$ cat src/rtl/hazard3_rr_arbiter.sv
// hazard3_rr_arbiter: round-robin owner select for one shared multi-cycle resource.
// Ports: clk, rst_n (sync, active-low), req/lock [N_REQ], done -> gnt (one-hot), gnt_idx, busy.
// Optional lock-hold is enabled by defining HAZARD3_ARB_LOCK_EN.
module hazard3_rr_arbiter #(
  parameter int N_REQ    = 4,
  parameter int W_IDX    = $clog2(N_REQ),
  parameter int LOCK_MAX = 4
) (
  input  logic             clk,
  input  logic             rst_n,
  input  logic [N_REQ-1:0] req,
  input  logic [N_REQ-1:0] lock,
  input  logic             done,
  output logic [N_REQ-1:0] gnt,
  output logic [W_IDX-1:0] gnt_idx,
  output logic             busy
);

  typedef enum logic {
    IDLE,
    OWNED
  } state_t;

  state_t state_q, state_d;

  logic [N_REQ-1:0] gnt_q, gnt_d;
  logic [W_IDX-1:0] idx_q, idx_d;
  logic [W_IDX-1:0] last_q, last_d;

  logic             lo_vld, hi_vld, win_vld;
  logic [N_REQ-1:0] lo_oh, hi_oh, win_oh;
  logic [W_IDX-1:0] lo_idx, hi_idx, win_idx;

  logic load;
  logic hold;

  // Descending scan so the lowest set bit is the last one written.
  // "hi" only considers bits strictly above the previous winner.
  always_comb begin
    lo_vld = 1'b0;
    hi_vld = 1'b0;
    lo_oh  = '0;
    hi_oh  = '0;
    lo_idx = '0;
    hi_idx = '0;
    for (int i = N_REQ-1; i >= 0; i--) begin
      if (req[i]) begin
        lo_vld    = 1'b1;
        lo_oh     = '0;
        lo_oh[i]  = 1'b1;
        lo_idx    = W_IDX'(i);
        if (i > int'(last_q)) begin
          hi_vld    = 1'b1;
          hi_oh     = '0;
          hi_oh[i]  = 1'b1;
          hi_idx    = W_IDX'(i);
        end
      end
    end
    win_vld = lo_vld;
    win_oh  = hi_vld ? hi_oh  : lo_oh;
    win_idx = hi_vld ? hi_idx : lo_idx;
  end

`ifdef HAZARD3_ARB_LOCK_EN
  localparam logic [7:0] LOCK_LIM = 8'(LOCK_MAX-1);

  logic [7:0] lock_cnt_q;

  assign hold = lock[idx_q] & req[idx_q] & (lock_cnt_q < LOCK_LIM);

  always_ff @(posedge clk) begin
    if (!rst_n) begin
      lock_cnt_q <= '0;
    end else if (load) begin
      lock_cnt_q <= '0;
    end else if (state_q == OWNED && done && hold) begin
      lock_cnt_q <= lock_cnt_q + 8'd1;
    end
  end
`else
  logic unused_lock;

  assign unused_lock = ^lock;
  assign hold        = 1'b0;
`endif

  always_comb begin
    state_d = state_q;
    gnt_d   = gnt_q;
    idx_d   = idx_q;
    last_d  = last_q;
    load    = 1'b0;
    unique case (state_q)
      IDLE: begin
        if (win_vld) load = 1'b1;
      end
      OWNED: begin
        if (done && !hold) begin
          if (win_vld) begin
            load = 1'b1;
          end else begin
            state_d = IDLE;
            gnt_d   = '0;
            idx_d   = '0;
          end
        end
      end
      default: ;
    endcase
    if (load) begin
      state_d = OWNED;
      gnt_d   = win_oh;
      idx_d   = win_idx;
      last_d  = win_idx;
    end
  end

  always_ff @(posedge clk) begin
    if (!rst_n) begin
      state_q <= IDLE;
      gnt_q   <= '0;
      idx_q   <= '0;
      last_q  <= W_IDX'(N_REQ-1);
    end else begin
      state_q <= state_d;
      gnt_q   <= gnt_d;
      idx_q   <= idx_d;
      last_q  <= last_d;
    end
  end

  assign gnt     = gnt_q;
  assign gnt_idx = idx_q;
  assign busy    = |gnt_q;

endmodule

$ cat config.mk
export PLATFORM = sky130hd
export DESIGN_NAME = hazard3_rr_arbiter
export DESIGN_NICKNAME = d
export VERILOG_FILES = /design/src/rtl/hazard3_rr_arbiter.sv
export SDC_FILE = /design/constraint.sdc
export NUM_CORES = 1
export LEC_CHECK = 0
export BUFFER_PORTS_ARGS = -buffer_cell sky130_fd_sc_hd__buf_2
export CAP_MARGIN = 40
export CORE_AREA = 4 4 41 43
export CTS_CLUSTER_DIAMETER = 50
export CTS_CLUSTER_SIZE = 30
export DETAILED_ROUTE_END_ITERATION = 6
export DIE_AREA = 0 0 45 47
export GPL_ROUTABILITY_DRIVEN = 0
export SYNTH_ARGS = -nofsm -noshare
export SYNTH_HDL_FRONTEND = slang
export SYNTH_SLANG_ARGS = --single-unit
$ cat constraint.sdc
create_clock -name clk -period 2 [get_ports clk]
set_input_delay 0 -clock clk [delete_from_list [all_inputs] [get_ports clk]]
set_output_delay 0 -clock clk [all_outputs]
set_load 0.01 [all_outputs]
**Yosys cells after proc, flatten, opt, wreduce, memory -nomap -nowiden**

Cells that the tools add are included.

- $lt $le $gt $ge: 3
- Equality and inequality tests: 1
- Muxes and demuxes: 46
- Bitwise operators: 1
- Reductions and logical operators: 4

Operator list:

| cell | number |
|---|---|
| 4-bit two-way mux | 15 |
| 2-bit two-way mux | 15 |
| 1-bit two-way mux | 15 |
| 2-bit greater-than comparator, first input constant | 2 |
| 2-bit nonzero test | 2 |
| 4-bit OR reduction | 1 |
| 3-bit AND reduction | 1 |
| 1-bit by 2-bit greater-than comparator with 1-bit output, first input constant | 1 |
| 2-bit by 1-bit != test with 1-bit output, second input constant | 1 |
| 1-bit case mux with 2 select lines | 1 |
| 1-bit NOT | 1 |

- Bits in registers: 9
- Input port bits: 11
- Output and inout port bits: 7
- Logic and storage cells: 59

**Logic depth before layout (Yosys ltp)**

- Depth in word-level cells: 9
- Depth in mapped cells: 6
- Depth with buffers taken out: 4

**Worst setup path before layout**

OpenSTA, ideal clock, no wires.

- Path kind: register -> register
- Start: reg last_q[1]
- End: reg idx_q[0], in the netlist gnt_idx[0]
- Setup time: 0.124 ns
- Arrival: 1.132 ns
- Required time: 1.876 ns
- Slack: 0.745 ns
- Cell stages (with the launch flop): 6
- Path buffers: 1
- Period minus slack after synthesis: 1.255 ns
- Cells stage by stage: dfxtp_1 -> clkbuf_1 -> mux2i_1 -> o22ai_1 -> a21oi_1 -> o21ai_0

- Word-level cells in the longest chain between the ends: 9
- Elaborated cells between the ends (all ways): 17
- Classes of those cells: order compare (3); mux (14)

RTL lines:

| what | line | text |
|---|---|---|
| start, declared | 28 | `logic [W_IDX-1:0] last_q, last_d;` |
| start signal, assigned | 124 | `last_q <= W_IDX'(N_REQ-1);` |
| start signal, assigned | 129 | `last_q <= last_d;` |
| 2-bit greater-than comparator | 52 | `if (i > int'(last_q)) begin` |
| 2-bit two-way mux / 1-bit two-way mux (equally long branches) | 52 |  |
| 2-bit two-way mux / 1-bit two-way mux (equally long branches) | 47 | `if (req[i]) begin` |
| 2-bit two-way mux / 1-bit two-way mux (equally long branches) | 52 |  |
| 2-bit two-way mux / 1-bit two-way mux (equally long branches) | 47 |  |
| 2-bit two-way mux / 1-bit two-way mux (equally long branches) | 52 |  |
| 2-bit two-way mux / 1-bit two-way mux (equally long branches) | 47 |  |
| 2-bit two-way mux (*) | 62 | `win_idx = hi_vld ? hi_idx : lo_idx;` |
| 2-bit two-way mux (*) | 111 | `if (load) begin` |
| end signal, assigned | 128 | `idx_q <= idx_d;` |
| end, declared | 27 | `logic [W_IDX-1:0] idx_q, idx_d;` |

Mark *: on every way between the ends. The rest lies on a longest branch, timed or not.
A chain may end at the register's enable or synchronous reset.

**Worst setup path in the final report**

- Start: reg last_q[1]
- End: reg gnt_q[0], in the netlist gnt[0]

- Word-level cells in the longest chain between the ends: 9
- Elaborated cells between the ends (all ways): 15
- Classes of those cells: order compare (3); mux (12)

RTL lines:

| what | line | text |
|---|---|---|
| 2-bit greater-than comparator | 52 |  |
| 1-bit two-way mux | 52 |  |
| 1-bit two-way mux | 47 |  |
| 1-bit two-way mux | 52 |  |
| 1-bit two-way mux | 47 |  |
| 1-bit two-way mux | 52 |  |
| 1-bit two-way mux | 47 |  |
| 4-bit two-way mux (*) | 61 | `win_oh = hi_vld ? hi_oh : lo_oh;` |
| 4-bit two-way mux (*) | 111 |  |
| end signal, assigned | 127 | `gnt_q <= gnt_d;` |
| end, declared | 26 | `logic [N_REQ-1:0] gnt_q, gnt_d;` |

Marks and branches as above.

==> flow_metrics.env <==
export IMPL_cts_sinks=9
export IMPL_syn_inst=65
export IMPL_synth_top_area_share_pct=34.9
export IMPL_dieArea_um2=2120
export IMPL_drtPass1Iterations=4
export IMPL_drive_gt1_share_pct=22.5
export IMPL_dr_wl_met2_um=499
export IMPL_cp_cell_sequence="nand2b_1 -> a21oi_1 -> or3_1 -> a21oi_1"
export IMPL_placed_cells=90
export IMPL_met3_length_um=80
export IMPL_ys_top_cells_by_area="dfxtp_1 35%, a21oi_1 5.8%, nand2b_1 4.8%"
export IMPL_yosysSeqAreaShare_pct=34.9
export IMPL_synth_seq_cells=9
export IMPL_initial_core_util_pct=39.7
export IMPL_diodes=0
export IMPL_tns_ps=0
export IMPL_final_max_slew_viol_count=0
export IMPL_min_period_ps=1390
export IMPL_fin_hold_ws_ps=123
export IMPL_slowest_delay_ps=540
export IMPL_leakagePower_nw=0.266
export IMPL_tightest_slew_ps=375
export IMPL_clockRootBuffer="clkbuf_4"
export IMPL_drt_iter0_markers=9
export IMPL_drc=0
export IMPL_cts_setup_buffers=0
export IMPL_fin_cells=95
export IMPL_syn_avg_cell_area_um2=7.95
export IMPL_relSlewSlack_pct=75.0
export IMPL_wirelength_um=1120
export IMPL_hold_path_class="primary input to flip-flop"
export IMPL_route_top_layer_used="met4"
export IMPL_overflow=0
export IMPL_portBuffers=13
export IMPL_post_drt_wl_per_cell_um=11.8
export IMPL_num_nets_final=92
export IMPL_synth_nets=76
export IMPL_clk_pin_slew_worst_paths_ps=60
export IMPL_crit_required_ps=2190
export IMPL_critPathKind="flip-flop to flip-flop"
export IMPL_first_global_vias=430
export IMPL_arrival_ps=1580
export IMPL_outcome="complete, no violations"
export IMPL_place_hpwl_um=855
export IMPL_area_delta_synth_final_pct=18.2
export IMPL_fmax_ghz=0.719
export IMPL_drv_cap=0
export IMPL_num_rows=13
export IMPL_drt_vias_per_instance=5.40
export IMPL_fp_dieW_um=45
export IMPL_htree_levels=1
export IMPL_post_cts_resized=0
export IMPL_cts_buffers=3
export IMPL_crit_top_cell="a21oi_1"
export IMPL_pin_count=18
export IMPL_die_h_um=47
export IMPL_cpMaxStageDelayCell="dfxtp_1"
export IMPL_synth_top_cell_by_area="dfxtp_1"
export IMPL_grt_total_usage_pct=11.6
export IMPL_clock_latency_ps=260
export IMPL_synthDistinctLibCells=28
export IMPL_vias=513
export IMPL_antenna_found_initial=0
export IMPL_final_common_cell="buf_2"
export IMPL_yosys_warnings=0
export IMPL_cts_max_path_buffers=2
export IMPL_vdd_drop_max_mv=0.532
export IMPL_ctsHoldBuffers=1
export IMPL_grt_pass1_wl_um=1810
export IMPL_core_area_um2=1300
export IMPL_grt_max_degree=13
export IMPL_syn_area_um2=517
export IMPL_p_per_area_nw_per_um2=754
export IMPL_period_share_pct=69.5
export IMPL_fin_skew_ps=2.51
export IMPL_ant_nets=0
export IMPL_cts_tree="built"
export IMPL_final_cell_mix="13 x buf_2, 9 x dfxtp_1, 6 x nand2_1, 6 x a21oi_1"
export IMPL_startpoint_type="flip-flop"
export IMPL_crit_fanout=12
export IMPL_rsz0062_at_grt="false"
export IMPL_finalHoldViolCount=0
export IMPL_critPathCaptureType="flip-flop"
export IMPL_m1WireLength_um=537
export IMPL_setup_violations_final=0
==> state kept, by name, indices dropped and copies added, names as in the netlist <==
name	flops
last_q	2
gnt	4
gnt_idx	2
state_q	1
==> logic make-up after synthesis <==
| logic type | synth area share [%] |
|---|---|
| simple gates | 26.6 |
| compound gates | 28.6 |
| flops | 34.9 |
| buf+inv | 7.99 |
| mux | 1.94 |
==> synthesized netlist by cell type <==
library cell / count
o221ai_1: 1
nor2b_1: 3
a31oi_1: 1
dfxtp_1: 9
o32ai_1: 1
a41oi_1: 1
a21oi_1: 6
or4_4: 1
nand2_1: 6
a311oi_1: 1
a32oi_1: 1
nor3_1: 1
o22ai_1: 2
o21ai_2: 1
nor2_1: 4
mux2i_1: 1
nand2b_1: 4
o21ai_0: 3
clkbuf_1: 1
o31ai_1: 1
a2bb2oi_1: 1
buf_6: 2
o21a_1: 2
nand3_1: 4
or4_1: 1
inv_1: 4
and2_1: 1
or3_1: 1
==> layer usage <==
layer	vias to the layer above	GRT usage [%]
li1	271	-
met1	226	14.0
met2	14	18.9
met3	2	5.75
met4	0	1.75
met5	-	0
==> area by class of cell <==
| cell class | count | area (µm²) |
|---|---|---|
| Sequential cell | 9 | 180 |
| Fill cell | 138 | 691 |
| Timing Repair Buffer | 14 | 75.1 |
| Clock buffer | 4 | 26.3 |
| Inverter | 4 | 15.0 |
| Tap cell | 15 | 18.8 |
| Multi-Input combinational cell | 49 | 295 |
==> per-stage QoR <==
stage / util (%) / total power, mW / instance area, µm² / worst slack, ps
finish: 46.9 / 0.460 / 611 / 610
global route: 46.9 / 0.490 / 611 / 553
CTS: 46.9 / 0.468 / 611 / 611
detailed placement: 44.1 / 0.327 / 574 / 634
global placement: 44.1 / 0.328 / 574 / 629
floorplan: - / 0.293 / 517 / 745
==> report_power, final <==
| group | switching, mW | total [mW] | internal (mW) |
|---|---|---|---|
| Sequential | 0.0183 | 0.215 | 0.197 |
| Combinational | 0.0586 | 0.109 | 0.0508 |
| Clock | 0.0594 | 0.136 | 0.0766 |
==> final timing paths <==
path                          startpoint             endpoint  slack [ps]  cells past startpoint
setup / recovery  last_q[1]$_SDFFE_PN1P_  gnt[0]$_SDFFE_PN0P_         610                      4
hold / removal                    req[1]  gnt[1]$_SDFFE_PN0P_         120                      3
setup reg to reg  last_q[1]$_SDFFE_PN1P_  gnt[0]$_SDFFE_PN0P_         610                      4
hold reg to reg      gnt[3]$_SDFFE_PN0P_  gnt[3]$_SDFFE_PN0P_         470                      2
==> worst max-delay path, delay by kind of cell, from the launching register on <==
family	cells	cell delay (ps)
simple gates	2	550
compound gates	2	230
flops	1	540
(Power assumes the default switching activity.)
